$ cat src/rtl/stereo_demux.sv
// Stereo MPX receive path: removes the regenerated pilot from each sample, then
// pairs the alternating R/L stream into aligned stereo samples with error counters.
module stereo_demux #(
    parameter int GAP_TIMEOUT = 1024
) (
    input  logic        clk,
    input  logic        reset,
    input  logic [15:0] mpx_in,
    input  logic        mpx_valid,
    input  logic [15:0] pilot_in,
    input  logic        resync,
    input  logic        cnt_clr,
    output logic [15:0] out_l,
    output logic [15:0] out_r,
    output logic        out_valid,
    output logic        phase,
    output logic [15:0] sat_count,
    output logic [15:0] drop_count
);

    typedef enum logic {
        WAIT_R = 1'b0,
        WAIT_L = 1'b1
    } pair_state_t;

    // Gap counter value at which the held R sample is abandoned.
    localparam logic [15:0] GAP_LAST = 16'(GAP_TIMEOUT - 1);
    localparam logic [15:0] CNT_MAX  = 16'hFFFF;

    // ------------------------------------------------------------------
    // Stage 1: pilot subtraction with clamp
    // ------------------------------------------------------------------
    logic signed [16:0] w_diff;
    logic               w_clip;
    logic [15:0]        w_s1_data_d;

    logic [15:0]        r_s1_data;
    logic               r_s1_valid;
    logic               r_s1_sat;

    assign w_diff      = $signed({mpx_in[15], mpx_in}) - $signed({pilot_in[15], pilot_in});
    assign w_clip      = w_diff[16] ^ w_diff[15];
    assign w_s1_data_d = w_clip ? (w_diff[16] ? 16'h8000 : 16'h7FFF) : w_diff[15:0];

    // A sample arriving together with resync is thrown away.
    always_ff @(posedge clk or posedge reset) begin
        if (reset) begin
            r_s1_data  <= 16'd0;
            r_s1_valid <= 1'b0;
            r_s1_sat   <= 1'b0;
        end else begin
            r_s1_valid <= mpx_valid & ~resync;
            r_s1_sat   <= mpx_valid & ~resync & w_clip;
            if (mpx_valid) begin
                r_s1_data <= w_s1_data_d;
            end
        end
    end

    // ------------------------------------------------------------------
    // Stage 2: R/L pairing FSM
    // ------------------------------------------------------------------
    pair_state_t r_state;
    pair_state_t w_state_next;
    logic [15:0] r_hold;
    logic [15:0] w_hold_next;
    logic [15:0] r_gap;
    logic [15:0] w_gap_next;
    logic [15:0] r_out_l;
    logic [15:0] w_out_l_next;
    logic [15:0] r_out_r;
    logic [15:0] w_out_r_next;
    logic        r_out_valid;
    logic        w_out_valid_next;
    logic        w_drop_inc;

    always_ff @(posedge clk or posedge reset) begin
        if (reset) begin
            r_state     <= WAIT_R;
            r_hold      <= 16'd0;
            r_gap       <= 16'd0;
            r_out_l     <= 16'd0;
            r_out_r     <= 16'd0;
            r_out_valid <= 1'b0;
        end else begin
            r_state     <= w_state_next;
            r_hold      <= w_hold_next;
            r_gap       <= w_gap_next;
            r_out_l     <= w_out_l_next;
            r_out_r     <= w_out_r_next;
            r_out_valid <= w_out_valid_next;
        end
    end

    // Priority: resync, then gap timeout, then normal sample handling.
    always_comb begin
        w_state_next     = r_state;
        w_hold_next      = r_hold;
        w_gap_next       = r_gap;
        w_out_l_next     = r_out_l;
        w_out_r_next     = r_out_r;
        w_out_valid_next = 1'b0;
        w_drop_inc       = 1'b0;

        if (resync) begin
            w_state_next = WAIT_R;
            w_gap_next   = 16'd0;
            w_drop_inc   = (r_state == WAIT_L);
        end else if ((r_state == WAIT_L) && (r_gap == GAP_LAST)) begin
            // A sample landing in the timeout cycle starts a fresh pair.
            w_drop_inc = 1'b1;
            w_gap_next = 16'd0;
            if (r_s1_valid) begin
                w_hold_next  = r_s1_data;
                w_state_next = WAIT_L;
            end else begin
                w_state_next = WAIT_R;
            end
        end else if (r_state == WAIT_R) begin
            if (r_s1_valid) begin
                w_hold_next  = r_s1_data;
                w_gap_next   = 16'd0;
                w_state_next = WAIT_L;
            end
        end else begin
            if (r_s1_valid) begin
                w_out_r_next     = r_hold;
                w_out_l_next     = r_s1_data;
                w_out_valid_next = 1'b1;
                w_state_next     = WAIT_R;
            end else begin
                w_gap_next = r_gap + 16'd1;
            end
        end
    end

    // ------------------------------------------------------------------
    // Error counters: saturate at all-ones, clear wins over increment
    // ------------------------------------------------------------------
    logic [15:0] r_sat_count;
    logic [15:0] r_drop_count;

    always_ff @(posedge clk or posedge reset) begin
        if (reset) begin
            r_sat_count  <= 16'd0;
            r_drop_count <= 16'd0;
        end else if (cnt_clr) begin
            r_sat_count  <= 16'd0;
            r_drop_count <= 16'd0;
        end else begin
            if (r_s1_sat && (r_sat_count != CNT_MAX)) begin
                r_sat_count <= r_sat_count + 16'd1;
            end
            if (w_drop_inc && (r_drop_count != CNT_MAX)) begin
                r_drop_count <= r_drop_count + 16'd1;
            end
        end
    end

    assign out_l      = r_out_l;
    assign out_r      = r_out_r;
    assign out_valid  = r_out_valid;
    assign phase      = (r_state == WAIT_L);
    assign sat_count  = r_sat_count;
    assign drop_count = r_drop_count;

endmodule

$ cat config.mk
export PLATFORM = sky130hd
export DESIGN_NAME = stereo_demux
export DESIGN_NICKNAME = d
export VERILOG_FILES = /design/src/rtl/stereo_demux.sv
export SDC_FILE = /design/constraint.sdc
export NUM_CORES = 1
export LEC_CHECK = 0
export CAP_MARGIN = 25
export CELL_PAD_IN_SITES_DETAIL_PLACEMENT = 0
export CELL_PAD_IN_SITES_GLOBAL_PLACEMENT = 1
export CORE_UTILIZATION = 40
export DETAILED_ROUTE_END_ITERATION = 8
export PLACE_DENSITY_LB_ADDON = 0.1
export SLEW_MARGIN = 0
export SYNTH_ARGS = -nofsm -noshare
export SYNTH_HDL_FRONTEND = slang
export SYNTH_SLANG_ARGS = --single-unit
$ cat constraint.sdc
create_clock -name clk -period 8.36 [get_ports clk]
set_clock_uncertainty 0.15 [all_clocks]
set_input_delay 0.836 -clock clk [delete_from_list [all_inputs] [get_ports clk]]
set_output_delay 0.836 -clock clk [all_outputs]
set_load 0.005 [all_outputs]
## After elaboration in Yosys (flattened, before gate mapping)

Index checks and enable logic that the tools add are counted.

| word-level totals | value |
|---|---|
| input port bits | 37 |
| bits in registers | 116 |

| operators by class | value |
|---|---|
| reductions and logical operators | 9 |
| bitwise operators | 5 |
| equality and inequality tests | 5 |
| muxes and demuxes | 24 |
| add/sub/neg operators | 4 |

Operators with widths:

| cell | count |
|---|---|
| $mux W16 | 14 |
| $add A16 B1 Y16 const B | 3 |
| $ne A16 B16 Y1 const B | 2 |
| $sub A16 B16 Y17 | 1 |
| $eq A16 B10 Y1 const B | 1 |
| $mux W1 | 10 |
| $ne A4 B3 Y1 const B | 1 |
| $reduce_and A2 Y1 | 2 |
| $reduce_and A4 Y1 | 1 |
| $reduce_bool A2 Y1 | 2 |
| $reduce_bool A4 Y1 | 1 |
| $logic_and A1 B1 Y1 | 3 |
| $and A1 B1 Y1 | 2 |
| $ne A2 B1 Y1 const B | 1 |
| $not A1 Y1 | 2 |
| $xor A1 B1 Y1 | 1 |

## Logic depth before layout (Yosys ltp)

Gate-level depths: netlist of the first run.

| depth | value |
|---|---|
| depth after elaboration | 7 |
| depth in mapped cells | 12 |
| mapped depth without buffers | 11 |

## Least setup slack after synthesis of the first run

OpenSTA, ideal clock, no wires.

| timing path | value |
|---|---|
| path type | input-to-reg |
| start point | in mpx_in[0] |
| end point | reg r_s1_data[4] |
| slack | 5.329 ns |
| setup time | 0.133 ns |
| arrival | 2.747 ns |
| path buffers | 0 |
| stages on the path | 11 |
| cells stage by stage | inv_1 ha_1 inv_1 fa_1 a211oi_1 o311a_1 o31ai_1 a221oi_1 a21oi_1 o21ai_0 o2bb2ai_1 |

| between the ends | value |
|---|---|
| cells in the longest elaborated chain, start to end | 3 |

RTL lines:

| element | line | source |
|---|---|---|
| from (decl) | 8 | `input logic [15:0] mpx_in,` |
| $sub A16 B16 Y17 (*) | 41 | `assign w_diff = $signed({mpx_in[15], mpx_in}) - $signed({pilot_in[15], pilot_in});` |
| $mux W16 / $xor A1 B1 Y1 (equally long branches) | 43, 42 |  |
| $mux W16 (*) | 43 | `assign w_s1_data_d = w_clip ? (w_diff[16] ? 16'h8000 : 16'h7FFF) : w_diff[15:0];` |
| to (signal assigned) | 55 | `r_s1_data <= w_s1_data_d;` |
| to (decl) | 37 | `logic [15:0] r_s1_data;` |

Every way passes the cells marked *; elsewhere a longest branch is shown, timed or not.
A chain may end at the register's enable or synchronous reset.

## Worst setup path after layout of the first run

| timing path | value |
|---|---|
| start point | in pilot_in[0] |
| end point | reg r_s1_data[7] |

| between the ends | value |
|---|---|
| cells in the longest elaborated chain, start to end | 3 |

RTL lines:

| element | line | source |
|---|---|---|
| from (decl) | 10 | `input logic [15:0] pilot_in,` |
| $sub A16 B16 Y17 (*) | 41 |  |
| $mux W16 / $xor A1 B1 Y1 (equally long branches) | 43, 42 |  |
| $mux W16 (*) | 43 |  |

Marks and branches as above.

==> results of run 1 <==
[per-stage QoR]
stage               std cells  area, sq um  total power, mW
floorplan                 569         5950            0.932
global placement          834         7100             1.14
detailed placement        835         7120             1.15
CTS                       867         7710             1.88
global route              867         7710             1.95
finish                    867         7710             1.86
[state kept, by name, summed over array words and instances, names as in the netlist]
register and cells:
phase 1, r_gap 16, out_l 16, r_s1_valid 1, r_hold 16, out_r 16
r_s1_sat 1, sat_count 16, r_s1_data 16, out_valid 1, drop_count 16
[path summary, 6_finish.rpt]
kind,endpoint,slack [ps],cells after the start
min in group asynchronous,drop_count[8],790,2
max in group asynchronous,out_l[6],6180,3
min,out_r[10],350,1
max reg2reg,out_l[12],5490,6
max,r_s1_data[7],4820,12
min reg2reg,out_r[10],350,1
[logic make-up (layout without fill, tap and decap cells)]
kind of cell	after synthesis	in the layout	share of synthesized area [%]
buf+inv	54	168	3.99
simple gates	172	172	14.2
flops	116	116	48.8
mux	51	51	9.58
fa+ha+maj	21	21	4.54
xor+xnor	56	56	8.24
compound gates	99	99	10.7
[cell type report]
type                    count  share of cell area [%]
multi-input cells         399                    36.5
inverters                  30                    1.49
flip-flops and latches    116                    37.6
repair buffers            106                    13.7
clock buffers              17                    5.51
well taps                 184                    2.98
clock inverters            15                    2.21
[worst max-delay path, cell delays in order]
cell and delay (ps):
sky130_fd_sc_hd__clkdlybuf4s50_1 460, sky130_fd_sc_hd__ha_1 150, sky130_fd_sc_hd__inv_1 50, sky130_fd_sc_hd__fa_1 410
sky130_fd_sc_hd__a211oi_1 310, sky130_fd_sc_hd__o311a_1 260, sky130_fd_sc_hd__o31ai_1 100, sky130_fd_sc_hd__a221oi_1 280
sky130_fd_sc_hd__a21oi_1 80, sky130_fd_sc_hd__buf_4 210, sky130_fd_sc_hd__o21ai_0 380, sky130_fd_sc_hd__o2bb2ai_1 140
[layer usage]
| metal | GRT usage, % | vias to the layer above | share of wire (%) |
|---|---|---|---|
| met3 | 4.30 | 16 | 3.5 |
| met5 | 0 | - | 0 |
| met1 | 23.2 | 2247 | 45 |
| met2 | 28.7 | 88 | 49 |
| li1 | - | 2200 | - |
| met4 | 6.62 | 0 | 1.8 |
[cell usage after synthesis, types with 2 or more instances]
master / n
sky130_fd_sc_hd__o21bai_1: 2
sky130_fd_sc_hd__o21ai_0: 23
sky130_fd_sc_hd__buf_4: 4
sky130_fd_sc_hd__and3_1: 7
sky130_fd_sc_hd__nor2_1: 65
sky130_fd_sc_hd__inv_1: 29
sky130_fd_sc_hd__ha_1: 20
sky130_fd_sc_hd__a21oi_1: 36
sky130_fd_sc_hd__and2_1: 2
sky130_fd_sc_hd__xor2_1: 31
sky130_fd_sc_hd__clkbuf_1: 12
sky130_fd_sc_hd__o31ai_1: 4
sky130_fd_sc_hd__buf_2: 6
sky130_fd_sc_hd__mux2i_1: 3
sky130_fd_sc_hd__nand2b_1: 3
sky130_fd_sc_hd__o211ai_1: 2
sky130_fd_sc_hd__o2bb2ai_1: 14
sky130_fd_sc_hd__dfrtp_1: 116
sky130_fd_sc_hd__nand4_1: 13
sky130_fd_sc_hd__a21o_1: 3
sky130_fd_sc_hd__xnor2_1: 25
sky130_fd_sc_hd__nand2_1: 32
sky130_fd_sc_hd__nor4_1: 7
sky130_fd_sc_hd__o21a_1: 2
sky130_fd_sc_hd__nor3_2: 2
sky130_fd_sc_hd__nor3_1: 10
sky130_fd_sc_hd__mux2_2: 47
sky130_fd_sc_hd__or3_1: 4
sky130_fd_sc_hd__nand3_1: 15
sky130_fd_sc_hd__and4_1: 4
[power by group]
group / switching (mW) / internal (mW) / leakage [nW]
clock: 0.278 / 0.446 / 0.276
sequential: 0.0672 / 0.674 / 1.52
combinational: 0.154 / 0.237 / 1.51
total: 0.499 / 1.36 / 3.30
==> flow_results.xml, run 1 <==
<?xml version="1.0" encoding="UTF-8"?>
<metrics>
  <group name="run_status">
    <metric name="status" unit="">completed</metric>
  </group>
  <group name="cells_and_area">
    <metric name="fillCellCount" unit="">1347</metric>
    <metric name="highest_count_cells_in_the_layout_ignoring_fill_and_taps" unit="">sky130_fd_sc_hd__dfrtp_1, sky130_fd_sc_hd__clkdlybuf4s50_1, sky130_fd_sc_hd__nor2_1</metric>
    <metric name="final_nets" unit="">728</metric>
    <metric name="syn_to_final_growth" unit="%">29.6</metric>
    <metric name="finalCoreUtilization" unit="%">53.1</metric>
    <metric name="final_layout_size_suffix_gt1_share" unit="%">13.5</metric>
    <metric name="reg_area" unit="sq um">2900</metric>
    <metric name="layout_commonest_cell" unit="">sky130_fd_sc_hd__dfrtp_1</metric>
    <metric name="multiInputGateArea" unit="sq um">2810</metric>
    <metric name="n_antenna_cell" unit="">0</metric>
  </group>
  <group name="worst_setup_path">
    <metric name="crit_path_max_fanout" unit="">21</metric>
    <metric name="crit_required" unit="ps">8490</metric>
    <metric name="critical_path.reg2reg.startpoint" unit="">r_gap[0]</metric>
    <metric name="crit_start" unit="">pilot_in[0]</metric>
    <metric name="timing_worst_setup_path_type" unit="">input port to flip-flop</metric>
    <metric name="worst_ep_arrival_time" unit="ps">3670</metric>
    <metric name="timing.critical_path.to_type" unit="">flip-flop</metric>
    <metric name="critical_path.startpoint_type" unit="">input port</metric>
  </group>
  <group name="floorplan">
    <metric name="start_util" unit="%">41.0</metric>
    <metric name="io_pins" unit="">103</metric>
    <metric name="dieHeight" unit="um">124</metric>
    <metric name="fp.coreArea" unit="sq um">14500</metric>
    <metric name="rows" unit="">44</metric>
    <metric name="chipWidth" unit="um">124</metric>
    <metric name="die_area" unit="sq um">15400</metric>
  </group>
  <group name="cts">
    <metric name="post_cts_buffers" unit="">0</metric>
    <metric name="cts.path.max_buffers" unit="">2</metric>
    <metric name="cts_root_buffer" unit="">sky130_fd_sc_hd__clkbuf_16</metric>
    <metric name="numCtsBuffers" unit="">17</metric>
    <metric name="clock_insertion_delay_worst_skew" unit="ps">410</metric>
    <metric name="clkSinkCount" unit="">116</metric>
    <metric name="cts_tree" unit="">built</metric>
    <metric name="cts.reportedPaths.clkPinSlew" unit="ps">60</metric>
    <metric name="cts_hold_repair.buffers" unit="">0</metric>
    <metric name="h-tree-depth" unit="">4</metric>
    <metric name="cts_resized" unit="">0</metric>
  </group>
  <group name="grt">
    <metric name="global_route.overflow_total" unit="">0</metric>
    <metric name="grt_util_all_layers" unit="%">17.8</metric>
    <metric name="first_global_vias" unit="">4224</metric>
    <metric name="wire_length_of_the_first_global_routing_pass" unit="mm">21.0</metric>
    <metric name="maximum_number_of_pins_on_one_net_before_global_route_repair" unit="">73</metric>
    <metric name="antenna_violations_before_repair" unit="">0</metric>
  </group>
  <group name="placed_design">
    <metric name="post-dp-hpwl" unit="mm">9.19</metric>
    <metric name="detailedPlace.worstSlack" unit="ps">4420</metric>
    <metric name="port_buffers" unit="">102</metric>
    <metric name="place_congestion" unit="">0.813</metric>
  </group>
  <group name="timing">
    <metric name="maxClockFrequency" unit="GHz">0.282</metric>
    <metric name="setup_tns" unit="ps">0</metric>
    <metric name="max_slew.worst_pin.slew" unit="ps">901</metric>
    <metric name="timing.final.max_slew_violations" unit="">0</metric>
    <metric name="final.period_utilization" unit="%">42.4</metric>
    <metric name="timing.final.hold_violations" unit="">0</metric>
    <metric name="pnr_worst_setup_slack" unit="ps">4820</metric>
    <metric name="slew_headroom" unit="%">39.9</metric>
    <metric name="report.final.setup_viol" unit="">0</metric>
    <metric name="grt_setup_unrepaired" unit="">no</metric>
    <metric name="hold_ws" unit="ps">351</metric>
    <metric name="fin_crit" unit="ps">3540</metric>
  </group>
  <group name="yosys">
    <metric name="synth_enable_flop_cells" unit="">0</metric>
    <metric name="seq_area_frac_synth" unit="%">48.8</metric>
    <metric name="synthDistinctLibCells" unit="">56</metric>
    <metric name="yosys_register_bits" unit="">116</metric>
    <metric name="cell_types_with_the_largest_area_share_after_synthesis" unit="">sky130_fd_sc_hd__dfrtp_1, sky130_fd_sc_hd__mux2_2, sky130_fd_sc_hd__xor2_1</metric>
    <metric name="synthDominantCellAreaShare" unit="%">48.8</metric>
    <metric name="postSynth.asyncResetShare" unit="%">100</metric>
    <metric name="synth_area_leader_cell" unit="">sky130_fd_sc_hd__dfrtp_1</metric>
    <metric name="dominantRegCellSynth" unit="">sky130_fd_sc_hd__dfrtp_1</metric>
    <metric name="syn_area_per_cell" unit="sq um">10.5</metric>
    <metric name="netlist_instances" unit="">569</metric>
    <metric name="synth.yosys.warnings" unit="">0</metric>
    <metric name="syn-num-nets" unit="">627</metric>
    <metric name="synth_area" unit="sq um">5950</metric>
  </group>
  <group name="drt">
    <metric name="drt-pass1-iter-count" unit="">4</metric>
    <metric name="detail-route-antenna-nets" unit="">0</metric>
    <metric name="remaining_drc_errors" unit="">0</metric>
    <metric name="drt-total-wl" unit="mm">12.7</metric>
    <metric name="wire_per_inst" unit="um">14.7</metric>
    <metric name="drt-vias-per-instance" unit="">5.25</metric>
    <metric name="drt_iter0_drc" unit="">317</metric>
    <metric name="route.vias.total" unit="">4551</metric>
  </group>
  <group name="power_and_ir_drop">
    <metric name="vdd_drop_max" unit="uV">138</metric>
    <metric name="power-per-cell-area" unit="nW/um^2">241</metric>
    <metric name="leakagePower" unit="nW">3.30</metric>
  </group>
  <group name="worst_hold_path">
    <metric name="hold_path.startpoint" unit="">r_hold[10]</metric>
    <metric name="worst_hold_check_path_type" unit="">flip-flop to flip-flop</metric>
  </group>
  <group name="run">
    <metric name="total_of_max_cap_violations" unit="">0</metric>
  </group>
</metrics>
Power figures use the tool's default switching activity.
==> run 2: changes to the inputs <==
CORE_UTILIZATION = 37   (was 40)
clock period = 3 ns   (was 8.36 ns; I/O delays follow)
==> flow_results.xml, run 2 (synthesized netlist as in run 1, its figures left out) <==
<?xml version="1.0" encoding="UTF-8"?>
<metrics>
  <group name="run_status">
    <metric name="status" unit="">completed</metric>
  </group>
  <group name="drt">
    <metric name="drt-pass1-iter-count" unit="">4</metric>
    <metric name="drt-vias-per-instance" unit="">4.97</metric>
    <metric name="detail-route-antenna-nets" unit="">0</metric>
    <metric name="drt-total-wl" unit="mm">13.4</metric>
    <metric name="drt_iter0_drc" unit="">250</metric>
    <metric name="route.vias.total" unit="">4593</metric>
    <metric name="remaining_drc_errors" unit="">0</metric>
    <metric name="wire_per_inst" unit="um">14.5</metric>
  </group>
  <group name="power_and_ir_drop">
    <metric name="leakagePower" unit="nW">3.47</metric>
    <metric name="totalPowerFinal" unit="mW">5.44</metric>
    <metric name="power-per-cell-area" unit="nW/um^2">677</metric>
    <metric name="vdd_drop_max" unit="uV">447</metric>
  </group>
  <group name="worst_setup_path">
    <metric name="timing.critical_path.slowest_stage_cell" unit="">sky130_fd_sc_hd__clkdlybuf4s50_1</metric>
    <metric name="worst_ep_arrival_time" unit="ps">2800</metric>
    <metric name="crit_path_max_fanout" unit="">8</metric>
    <metric name="top_cell_family_by_delay_on_the_critical_path" unit="">compound AO/OA/AOI/OAI gates</metric>
    <metric name="crit_required" unit="ps">3140</metric>
    <metric name="timing_worst_setup_path_type" unit="">input port to flip-flop</metric>
    <metric name="timing.critical_path.to_type" unit="">flip-flop</metric>
    <metric name="cpPeakStageDelay" unit="ps">460</metric>
    <metric name="path_buf_inv" unit="">3</metric>
    <metric name="chain_of_cells_forming_the_critical_path" unit="">clkdlybuf4s50_1 &gt; ha_1 &gt; inv_1 &gt; fa_1 &gt; a211oi_1 &gt; o311a_1 &gt; o31ai_1 &gt; a221oi_1 &gt; a21oi_1 &gt; buf_4 &gt; o21ai_0 &gt; o2bb2ai_1</metric>
    <metric name="critical_path.startpoint_type" unit="">input port</metric>
  </group>
  <group name="timing">
    <metric name="final.period_utilization" unit="%">88.7</metric>
    <metric name="hold_ws" unit="ps">159</metric>
    <metric name="grt_setup_unrepaired" unit="">no</metric>
    <metric name="slew_headroom" unit="%">58.5</metric>
    <metric name="fin_crit" unit="ps">2660</metric>
    <metric name="max_slew.worst_pin.slew" unit="ps">621</metric>
    <metric name="timing.final.hold_violations" unit="">0</metric>
    <metric name="maxClockFrequency" unit="GHz">0.376</metric>
    <metric name="timing.final.max_slew_violations" unit="">0</metric>
    <metric name="setup_tns" unit="ps">0</metric>
    <metric name="report.final.setup_viol" unit="">0</metric>
  </group>
  <group name="cts">
    <metric name="numCtsBuffers" unit="">17</metric>
    <metric name="cts_hold_repair.buffers" unit="">0</metric>
    <metric name="cts.reportedPaths.clkPinSlew" unit="ps">60</metric>
    <metric name="clock_insertion_delay_worst_skew" unit="ps">410</metric>
    <metric name="cts_root_buffer" unit="">sky130_fd_sc_hd__clkbuf_16</metric>
    <metric name="h-tree-depth" unit="">4</metric>
    <metric name="clkSinkCount" unit="">116</metric>
    <metric name="cts_resized" unit="">0</metric>
    <metric name="post_cts_buffers" unit="">0</metric>
    <metric name="cts_tree" unit="">built</metric>
    <metric name="cts.path.max_buffers" unit="">2</metric>
  </group>
  <group name="floorplan">
    <metric name="fp.coreArea" unit="sq um">15800</metric>
    <metric name="chipWidth" unit="um">129</metric>
    <metric name="start_util" unit="%">37.7</metric>
    <metric name="die_area" unit="sq um">16600</metric>
    <metric name="dieHeight" unit="um">129</metric>
    <metric name="rows" unit="">46</metric>
    <metric name="io_pins" unit="">103</metric>
  </group>
  <group name="cells_and_area">
    <metric name="fillCellCount" unit="">1491</metric>
    <metric name="final_nets" unit="">754</metric>
    <metric name="syn_to_final_growth" unit="%">35.1</metric>
    <metric name="stdcell_area" unit="sq um">8040</metric>
    <metric name="final_layout_size_suffix_gt1_share" unit="%">16.6</metric>
    <metric name="highest_count_cells_in_the_layout_ignoring_fill_and_taps" unit="">sky130_fd_sc_hd__dfrtp_1, sky130_fd_sc_hd__clkdlybuf4s50_1, sky130_fd_sc_hd__nor2_1</metric>
    <metric name="n_antenna_cell" unit="">0</metric>
    <metric name="finalCoreUtilization" unit="%">51.0</metric>
    <metric name="layout_commonest_cell" unit="">sky130_fd_sc_hd__dfrtp_1</metric>
  </group>
  <group name="grt">
    <metric name="grt_util_all_layers" unit="%">17.4</metric>
    <metric name="global_route.overflow_total" unit="">0</metric>
    <metric name="maximum_number_of_pins_on_one_net_before_global_route_repair" unit="">67</metric>
    <metric name="first_global_vias" unit="">4498</metric>
    <metric name="wire_length_of_the_first_global_routing_pass" unit="mm">22.5</metric>
    <metric name="antenna_violations_before_repair" unit="">0</metric>
  </group>
  <group name="placed_design">
    <metric name="place_congestion" unit="">0.872</metric>
    <metric name="dpl_cell_area" unit="sq um">7390</metric>
    <metric name="post-dp-hpwl" unit="mm">9.63</metric>
    <metric name="port_buffers" unit="">102</metric>
  </group>
  <group name="worst_hold_path">
    <metric name="worst_hold_check_path_type" unit="">input port to async pin</metric>
  </group>
  <group name="run">
    <metric name="total_of_max_cap_violations" unit="">0</metric>
  </group>
</metrics>
run 2: changes by cell type in the layout (fill, tap and decap cells not counted), sizes merged:
| cell | change |
|---|---|
| buf | +26 |
| bufinv | +3 |
| clkinv | +4 |
| clkinvlp | -1 |
| inv | -6 |
run 2: area by class of cell:
type	count	area [sq um]	share of cell area [%]
sequential	116	2900	36.1
multi-input combinational	399	2810	35.0
timing repair buffer	132	1280	16.0
clock buffer	17	425	5.29
tap	216	270	3.36
clock inverter	15	230	2.86
inverter	30	116	1.45
run 2: path summary, 6_finish.rpt:
| check | startpoint | end | slack (ps) | depth (start not counted) |
|---|---|---|---|---|
| max | pilot_in[0] | r_s1_data[2] | 340 | 12 |
| max in group asynchronous | reset | out_r[10] | 1800 | 3 |
| min in group clk | r_hold[9] | out_r[9] | 350 | 1 |
| max reg2reg | r_gap[12] | r_hold[15] | 490 | 5 |
| min | reset | r_gap[6] | 160 | 2 |
| min reg2reg | r_hold[9] | out_r[9] | 350 | 1 |
run 2: per-stage QoR:
step,worst slack [ps],std cells
after floorplan,505,569
after global placement,-49.1,893
after detailed placement,-106,893
after CTS,332,925
after global routing,58.0,925
final,340,925
run 2: power by group:
part | total (mW) | switching, mW | internal (mW)
Sequential | 2.07 | 0.192 | 1.88
Combinational | 1.14 | 0.439 | 0.705
Clock | 2.23 | 0.746 | 1.48
run 2: routing by layer:
layer	wire length (um)	GRT usage, %
met1	6250	22.5
met2	6530	28.5
met3	512	4.99
met4	146	5.05
met5	0	0
